## src/rtl/digit_scanner_if.sv

```systemverilog
// Scan control/select bundle for digit_scanner: enable and direction in,
// one-hot select, channel index and slot-start pulse out.
interface digit_scanner_if #(
    parameter int N = 4
);
    localparam int W = (N > 1) ? $clog2(N) : 1;

    logic         en;
    logic         dir;
    logic [N-1:0] sel;
    logic [W-1:0] idx;
    logic         slot_start;

    modport master (
        output en,
        output dir,
        input  sel,
        input  idx,
        input  slot_start
    );

    modport slave (
        input  en,
        input  dir,
        output sel,
        output idx,
        output slot_start
    );
endinterface

```

## src/rtl/digit_scanner.sv

```systemverilog
// Time-multiplexed channel scanner with one-hot select and slot-start pulse.
// Optional dead-time blanking at the start of each slot: define SCAN_DEADTIME_EN.
module digit_scanner #(
    parameter int N    = 4,
    parameter int DIV  = 1000,
    parameter int DEAD = 1
) (
    input  logic          clk,
    input  logic          rst,
    digit_scanner_if.slave bus
);
    localparam int W  = (N > 1) ? $clog2(N) : 1;
    localparam int CW = $clog2(DIV);

    localparam logic [W-1:0]  IDX_MAX = W'(N - 1);
    localparam logic [CW-1:0] CNT_MAX = CW'(DIV - 1);

    generate
        if (N < 2 || N > 8) begin : g_bad_n
            $error("digit_scanner: N must be in 2..8");
        end
        if (DIV < 2 || DIV > 65535) begin : g_bad_div
            $error("digit_scanner: DIV must be in 2..65535");
        end
        if (DEAD < 0 || DEAD > DIV - 1) begin : g_bad_dead
            $error("digit_scanner: DEAD must be in 0..DIV-1");
        end
    endgenerate

    logic          act_r;
    logic [CW-1:0] cnt_r;
    logic [W-1:0]  idx_r;
    logic [W-1:0]  idx_next_s;
    logic          blank_s;
    logic [N-1:0]  sel_s;

`ifdef SCAN_DEADTIME_EN
    generate
        if (DEAD > 0) begin : g_dead
            assign blank_s = (cnt_r < CW'(DEAD));
        end else begin : g_no_dead
            assign blank_s = 1'b0;
        end
    endgenerate
`else
    assign blank_s = 1'b0;
`endif

    // Next channel index; dir only matters on the advance edge.
    always_comb begin
        idx_next_s = idx_r;
        if (bus.dir == 1'b0) begin
            if (idx_r == IDX_MAX) begin
                idx_next_s = {W{1'b0}};
            end else begin
                idx_next_s = idx_r + W'(1);
            end
        end else begin
            if (idx_r == {W{1'b0}}) begin
                idx_next_s = IDX_MAX;
            end else begin
                idx_next_s = idx_r - W'(1);
            end
        end
    end

    // Activity flag, slot counter and channel index.
    always_ff @(posedge clk) begin
        if (rst) begin
            act_r <= 1'b0;
            cnt_r <= {CW{1'b0}};
            idx_r <= {W{1'b0}};
        end else begin
            act_r <= bus.en;
            if (!bus.en) begin
                cnt_r <= {CW{1'b0}};
            end else if (!act_r) begin
                // Re-enabled: this cycle is the first of a fresh slot.
                cnt_r <= {CW{1'b0}};
            end else if (cnt_r == CNT_MAX) begin
                cnt_r <= {CW{1'b0}};
                idx_r <= idx_next_s;
            end else begin
                cnt_r <= cnt_r + CW'(1);
            end
        end
    end

    // One-hot select decoded purely from registered state.
    always_comb begin
        sel_s = {N{1'b0}};
        if (act_r && !blank_s) begin
            sel_s[idx_r] = 1'b1;
        end else begin
            sel_s = {N{1'b0}};
        end
    end

    assign bus.sel        = sel_s;
    assign bus.idx        = idx_r;
    assign bus.slot_start = act_r && (cnt_r == {CW{1'b0}});

endmodule

```

## src/flat_wrapper.sv

```systemverilog
// flat-port wrapper written by rule: the top's interface ports become plain ports
module digit_scanner_flat 
#(
    parameter int N    = 4,
    parameter int DIV  = 1000,
    parameter int DEAD = 1
)
  (clk, rst, bus_en, bus_dir, bus_sel, bus_idx, bus_slot_start);
  digit_scanner_if #(.N(N)) bus_i ();
  input  logic clk;
  input  logic rst;
  input wire logic [$bits(bus_i.en)-1:0] bus_en;
  input wire logic [$bits(bus_i.dir)-1:0] bus_dir;
  output wire logic [$bits(bus_i.sel)-1:0] bus_sel;
  output wire logic [$bits(bus_i.idx)-1:0] bus_idx;
  output wire logic [$bits(bus_i.slot_start)-1:0] bus_slot_start;
  assign bus_i.en = bus_en;
  assign bus_i.dir = bus_dir;
  assign bus_sel = bus_i.sel;
  assign bus_idx = bus_i.idx;
  assign bus_slot_start = bus_i.slot_start;
  digit_scanner #(.N(N), .DIV(DIV), .DEAD(DEAD)) u_core (.clk(clk), .rst(rst), .bus(bus_i));
endmodule
```

## config.mk

```make
export PLATFORM = sky130hd
export DESIGN_NAME = digit_scanner_flat
export DESIGN_NICKNAME = d
export VERILOG_FILES = /design/src/rtl/digit_scanner_if.sv /design/src/rtl/digit_scanner.sv /design/src/flat_wrapper.sv
export SDC_FILE = /design/constraint.sdc
export NUM_CORES = 1
export LEC_CHECK = 0
export CAP_MARGIN = 0
export CORE_UTILIZATION = 45
export CTS_CLUSTER_DIAMETER = 200
export DETAILED_ROUTE_END_ITERATION = 16
export PLACE_DENSITY = 0.73
export SETUP_SLACK_MARGIN = 0.05
export SLEW_MARGIN = 20
export SYNTH_ARGS = -nofsm -noshare
export SYNTH_HDL_FRONTEND = slang
export SYNTH_SLANG_ARGS = --single-unit
```

## constraint.sdc

```tcl
create_clock -name clk -period 1.5 [get_ports clk]
set_clock_uncertainty 0.05 [all_clocks]
set_input_delay 0.225 -clock clk [delete_from_list [all_inputs] [get_ports clk]]
set_output_delay 0.225 -clock clk [all_outputs]
set_load 0.005 [all_outputs]
```

# [Word level (Yosys, flattened, before mapping)]
# Cells that the tools add are included.
[classes] add_sub_neg=3 magnitude_cmp=2 n_eq_ne=2 muxes=6 n_bitwise=2 n_reduce_logical=6
[ops] operator="adder 10 x 1 -> 10 bit, second input constant" n=1
[ops] operator="== test 10 bit, second input constant" n=1
[ops] operator="zero test 10 bit" n=1
[ops] operator="2-to-1 mux 2 bit" n=3
[ops] operator="2-to-1 mux 4 bit" n=1
[ops] operator="OR reduction 4 bit" n=1
[ops] operator="< comparator 2 x 3 -> 1 bit, second input constant" n=1
[ops] operator="AND reduction 3 bit" n=1
[ops] operator="adder 2 x 1 -> 2 bit, second input constant" n=1
[ops] operator="demux 1 bit (select 2 bit)" n=1
[ops] operator="== test 2 bit, second input constant" n=1
[ops] operator=">= comparator 2 x 1 -> 1 bit, second input constant" n=1
[ops] operator="logical AND 1 bit" n=2
[ops] operator="zero test 2 bit" n=1
[ops] operator="inverter 1 bit" n=2
[ops] operator="subtractor 2 x 1 -> 2 bit, second input constant" n=1
[ops] operator="2-to-1 mux 1 bit" n=1
[word_totals] reg_bits=13 out_inout_bits=7 word_cells=24

# [Longest topological paths before layout]
[logic_depth] ltp_word=5 depth_mapped=5

# [Worst setup path after synthesis]
# OpenSTA, ideal clock, no wires.
[synth_path] path_kind="register to register" from="reg u_core.cnt_r[0]" to="reg u_core.cnt_r[3]" setup_time_ps=131 arrival_time_ps=1326 slack_ps=-7 path_stages_with_launch=6 n_path_buf=0 synth_period_minus_slack_ps=1507 cell_sequence="dfxtp_1 > ha_1 > and4_4 > nand3_1 > o21bai_1 > nor2_1"
[synth_via] elab_chain_cells=2 word_cells_on_any_way=3 classes_between="1 x add/sub; 1 x eq/ne; 1 x reduce/logical"
[synth_lines] item="start, declared" line="digit_scanner.sv:31" rtl="logic [CW-1:0] cnt_r;"
[synth_lines] item="start signal, assigned" line="digit_scanner.sv:71" rtl="cnt_r <= {CW{1'b0}};"
[synth_lines] item="start signal, assigned" line="digit_scanner.sv:76" rtl="cnt_r <= {CW{1'b0}};"
[synth_lines] item="start signal, assigned" line="digit_scanner.sv:79" rtl="cnt_r <= {CW{1'b0}};"
[synth_lines] item="branches (longest 2 deep; another with adder 10 x 1 -> 10 bit)"
# Several ways; the timed one is not identified.
# A chain may end at the register's enable or synchronous reset.

# [Worst setup path after layout]
[layout_path] from="reg u_core.cnt_r[8]" to="out bus_slot_start"
[layout_via] elab_chain_cells=2
[layout_lines] item="zero test 10 bit" line="digit_scanner.sv:101" rtl="assign bus.slot_start = act_r && (cnt_r == {CW{1'b0}});"
[layout_lines] item="logical AND 1 bit" line="digit_scanner.sv:101"
[layout_lines] item="end, declared" line="flat_wrapper.sv:16" rtl="output wire logic [$bits(bus_i.slot_start)-1:0] bus_slot_start;"
# Every way passes these cells.

==> key figures <==
Floorplanning
  • Die area: 0.00170 mm^2
  • Starting density of the core: 50.5%
  • Die span in y: 41.2 um
  • Boundary Pins: 11
  • Die W: 41.2 um
  • Core Region: 0.00137 mm^2
  • Rows: 13

Global route
  • Initial antenna violation count: 0
  • GRT Overall Usage: 24.7%
  • GR Overflow Total: 0
  • Largest net degree at the start of global routing: 8
  • Vias in the first global route: 599
  • First-pass GRT wire length: 2590 um

Logic synthesis
  • Post-Syn Instances: 79
  • Synth Area per Inst: 8.74 um^2
  • #FFs+latches synth: 13
  • Most used DFF post-synth: dfxtp_1
  • Net Count, Synth: 89
  • Register area share after synthesis: 37.7%
  • Synth Cell Area: 691 um^2
  • Post-synthesis async set-or-reset flop share: 0%
  • Post-synth EDFFs: 0
  • Distinct cells, synth: 24
  • Yosys Warn Count: 0

CTS
  • TritonCTS Buffers: 3
  • Clk slew on worst S/H paths: 80 ps
  • Sink Count: 13
  • Bufs on Longest Clock Path: 2
  • # H-tree levels: 1
  • Clock root buffer: clkbuf_4
  • Clk_lat worst skew: 270 ps
  • CTS tree: done

Drt
  • Final ANT Viol Nets: 0
  • Via density: 5.14
  • DR iter-0 viols: 23
  • Routed WL: 1920 um
  • Vias: 653
  • Remaining DRCs: 0
  • Wirelength per Cell: 15.1 um
  • First-pass DRT Iterations: 4

Final layout
  • Number of diodes: 0
  • Layout Nets: 123
  • Share of cells above drive strength 1: 43.8%
  • Area grow syn2layout: 59.4%
  • Fin cells: 127

STA
  • Final worst slack: -51.3 ps
  • F_max: 645 MHz
  • TNS Setup: -87.4 ps
  • Final setup violation count: 2
  • Setup repair after global routing missed its margin: yes
  • Worst slew pin tran: 314 ps
  • Final worst path period need: 1550 ps
  • Final hold vios: 0
  • Slew Viols, Final: 0
  • Fin crit share: 103%
  • Max transition margin: 78.8%

Pwr
  • Total Power: 0.598 mW
  • Pwr/cell area: 543 mW/mm^2
  • Lkg Pwr: 0.440 nW
  • Maximum vdd drop: 0.678 mV

Run status
  • Status: complete, but fails checks
  • Failing checks: negative setup slack

Place
  • Hpwl dp: 1210 um
  • I/O Buffers: 10
  • Placed cells: 119
  • Gpl congestion: 0.827

Worst setup path
  • Startpoint types: flip-flop
  • Critical Path Max Stage Delay: 350 ps
  • Kind of critical path: flip-flop to primary output
  • Max FO, Critical Path: 2
  • Crit path DAT: 1280 ps
  • Worst path slowest cell: nor4b_1
  • CP Capture Type: primary output
  • CP Cell Sequence: nor4b_1 -> and3_1 -> buf_2
  • Critical Path RT: 1220 ps

Run
  • Max Cap Violations: 0

Worst hold path
  • Hold Path Class: flip-flop to flip-flop
[sequential cells by signal, indices dropped and copies added (netlist names)]
| name | flops |
|---|---|
| u_core.act_r | 1 |
| u_core.cnt_r | 10 |
| u_core.bus.idx | 2 |
[cells in the final DEF (no fill, tap or decap), drive strengths merged]
master,n
buf,23
nor2,14
dfxtp,13
nand2,6
ha,6
inv,6
and2,5
xnor2,4
xor2,4
nand3,4
clkbuf,4
clkdlybuf4s50,3
nand4,3
nor4b,2
and4,2
and3,1
nor2b,1
o21bai,1
nor3,1
a211oi,1
nand3b,1
a31oi,1
o21ai,1
a211o,1
a21oi,1
dlygate4sd2,1
dlymetal6s2s,1
clkdlybuf4s15,1
[metrics by stage]
| stage | util [%] | cell area, um^2 | hold slack (ps) | setup slack [ps] |
|---|---|---|---|---|
| 2_1_floorplan | - | 698 | 244 | 68.6 |
| 3_3_place_gp | 68.0 | 930 | 451 | -144 |
| 3_5_place_dp | 68.0 | 930 | 450 | -154 |
| 4_1_cts | 74.4 | 1020 | 491 | -25.1 |
| 5_1_grt | 80.6 | 1100 | 510 | -111 |
| 6_report | 80.6 | 1100 | 498 | -51.3 |
[per-layer routing]
layer / GRT usage (%) / wire, um
met4: 7.26 / 23
met3: 6.52 / 131
met2: 39.5 / 920
met5: 0 / 0
met1: 32.2 / 841
[cell type report]
class	instances	area [um^2]
Multi-Input combinational cell	60	523
Sequential cell	13	270
Inverter	6	25.0
Fill cell	87	265
Timing Repair Buffer	29	238
Tap cell	15	18.8
Clock buffer	4	26.3
[cell usage after synthesis, types with 2 or more instances]
cell type / instances / area [um^2]
xor2_1: 4 / 35.0
nand3_1: 4 / 20.0
nand4_1: 2 / 12.5
ha_1: 6 / 75.1
and2_1: 5 / 31.3
xnor2_1: 4 / 35.0
dfxtp_1: 13 / 260
nor2_1: 14 / 52.6
inv_1: 6 / 22.5
nor4b_1: 2 / 17.5
nand2_1: 6 / 22.5
[critical path, delay by kind of cell, from the launching register on]
family / cells / cell delay [ps]
buffers and inverters: 1 / 110
flip-flops: 1 / 340
AND/OR/NAND/NOR: 2 / 560
[timing repair]
action,in CTS,in global routing
buffers inserted,4,0
hold buffers,0,0
setup endpoints to repair,15,13
pin swaps,5,6
cloned,0,0
gates resized for setup,34,18
endpoints found under the hold margin,0,0
[worst paths after layout]
check | from | to | slack, ps | cells past startpoint
hold reg to reg | u_core.cnt_r[0] | u_core.cnt_r[0] | 500 | 2
hold / removal | u_core.cnt_r[0] | u_core.cnt_r[0] | 500 | 2
setup / recovery | u_core.cnt_r[8] | bus_slot_start | -50 | 3
setup reg to reg | u_core.cnt_r[1] | u_core.bus.idx[0] | -40 | 6
[cell families after synthesis]
| group | Yosys count | share of synthesized area (%) |
|---|---|---|
| simple gates | 40 | 32.2 |
| xor+xnor | 8 | 10.1 |
| flops | 13 | 37.7 |
| fa+ha+maj | 6 | 10.9 |
| compound gates | 6 | 5.80 |
| buf+inv | 6 | 3.26 |
[report_power, final]
group	internal [mW]	switching, mW	leakage [nW]
sequential	0.343	0.00126	0.108
clock	0.103	0.112	0.0150
combinational	0.0212	0.0168	0.318
Power figures use the tool's default switching activity.
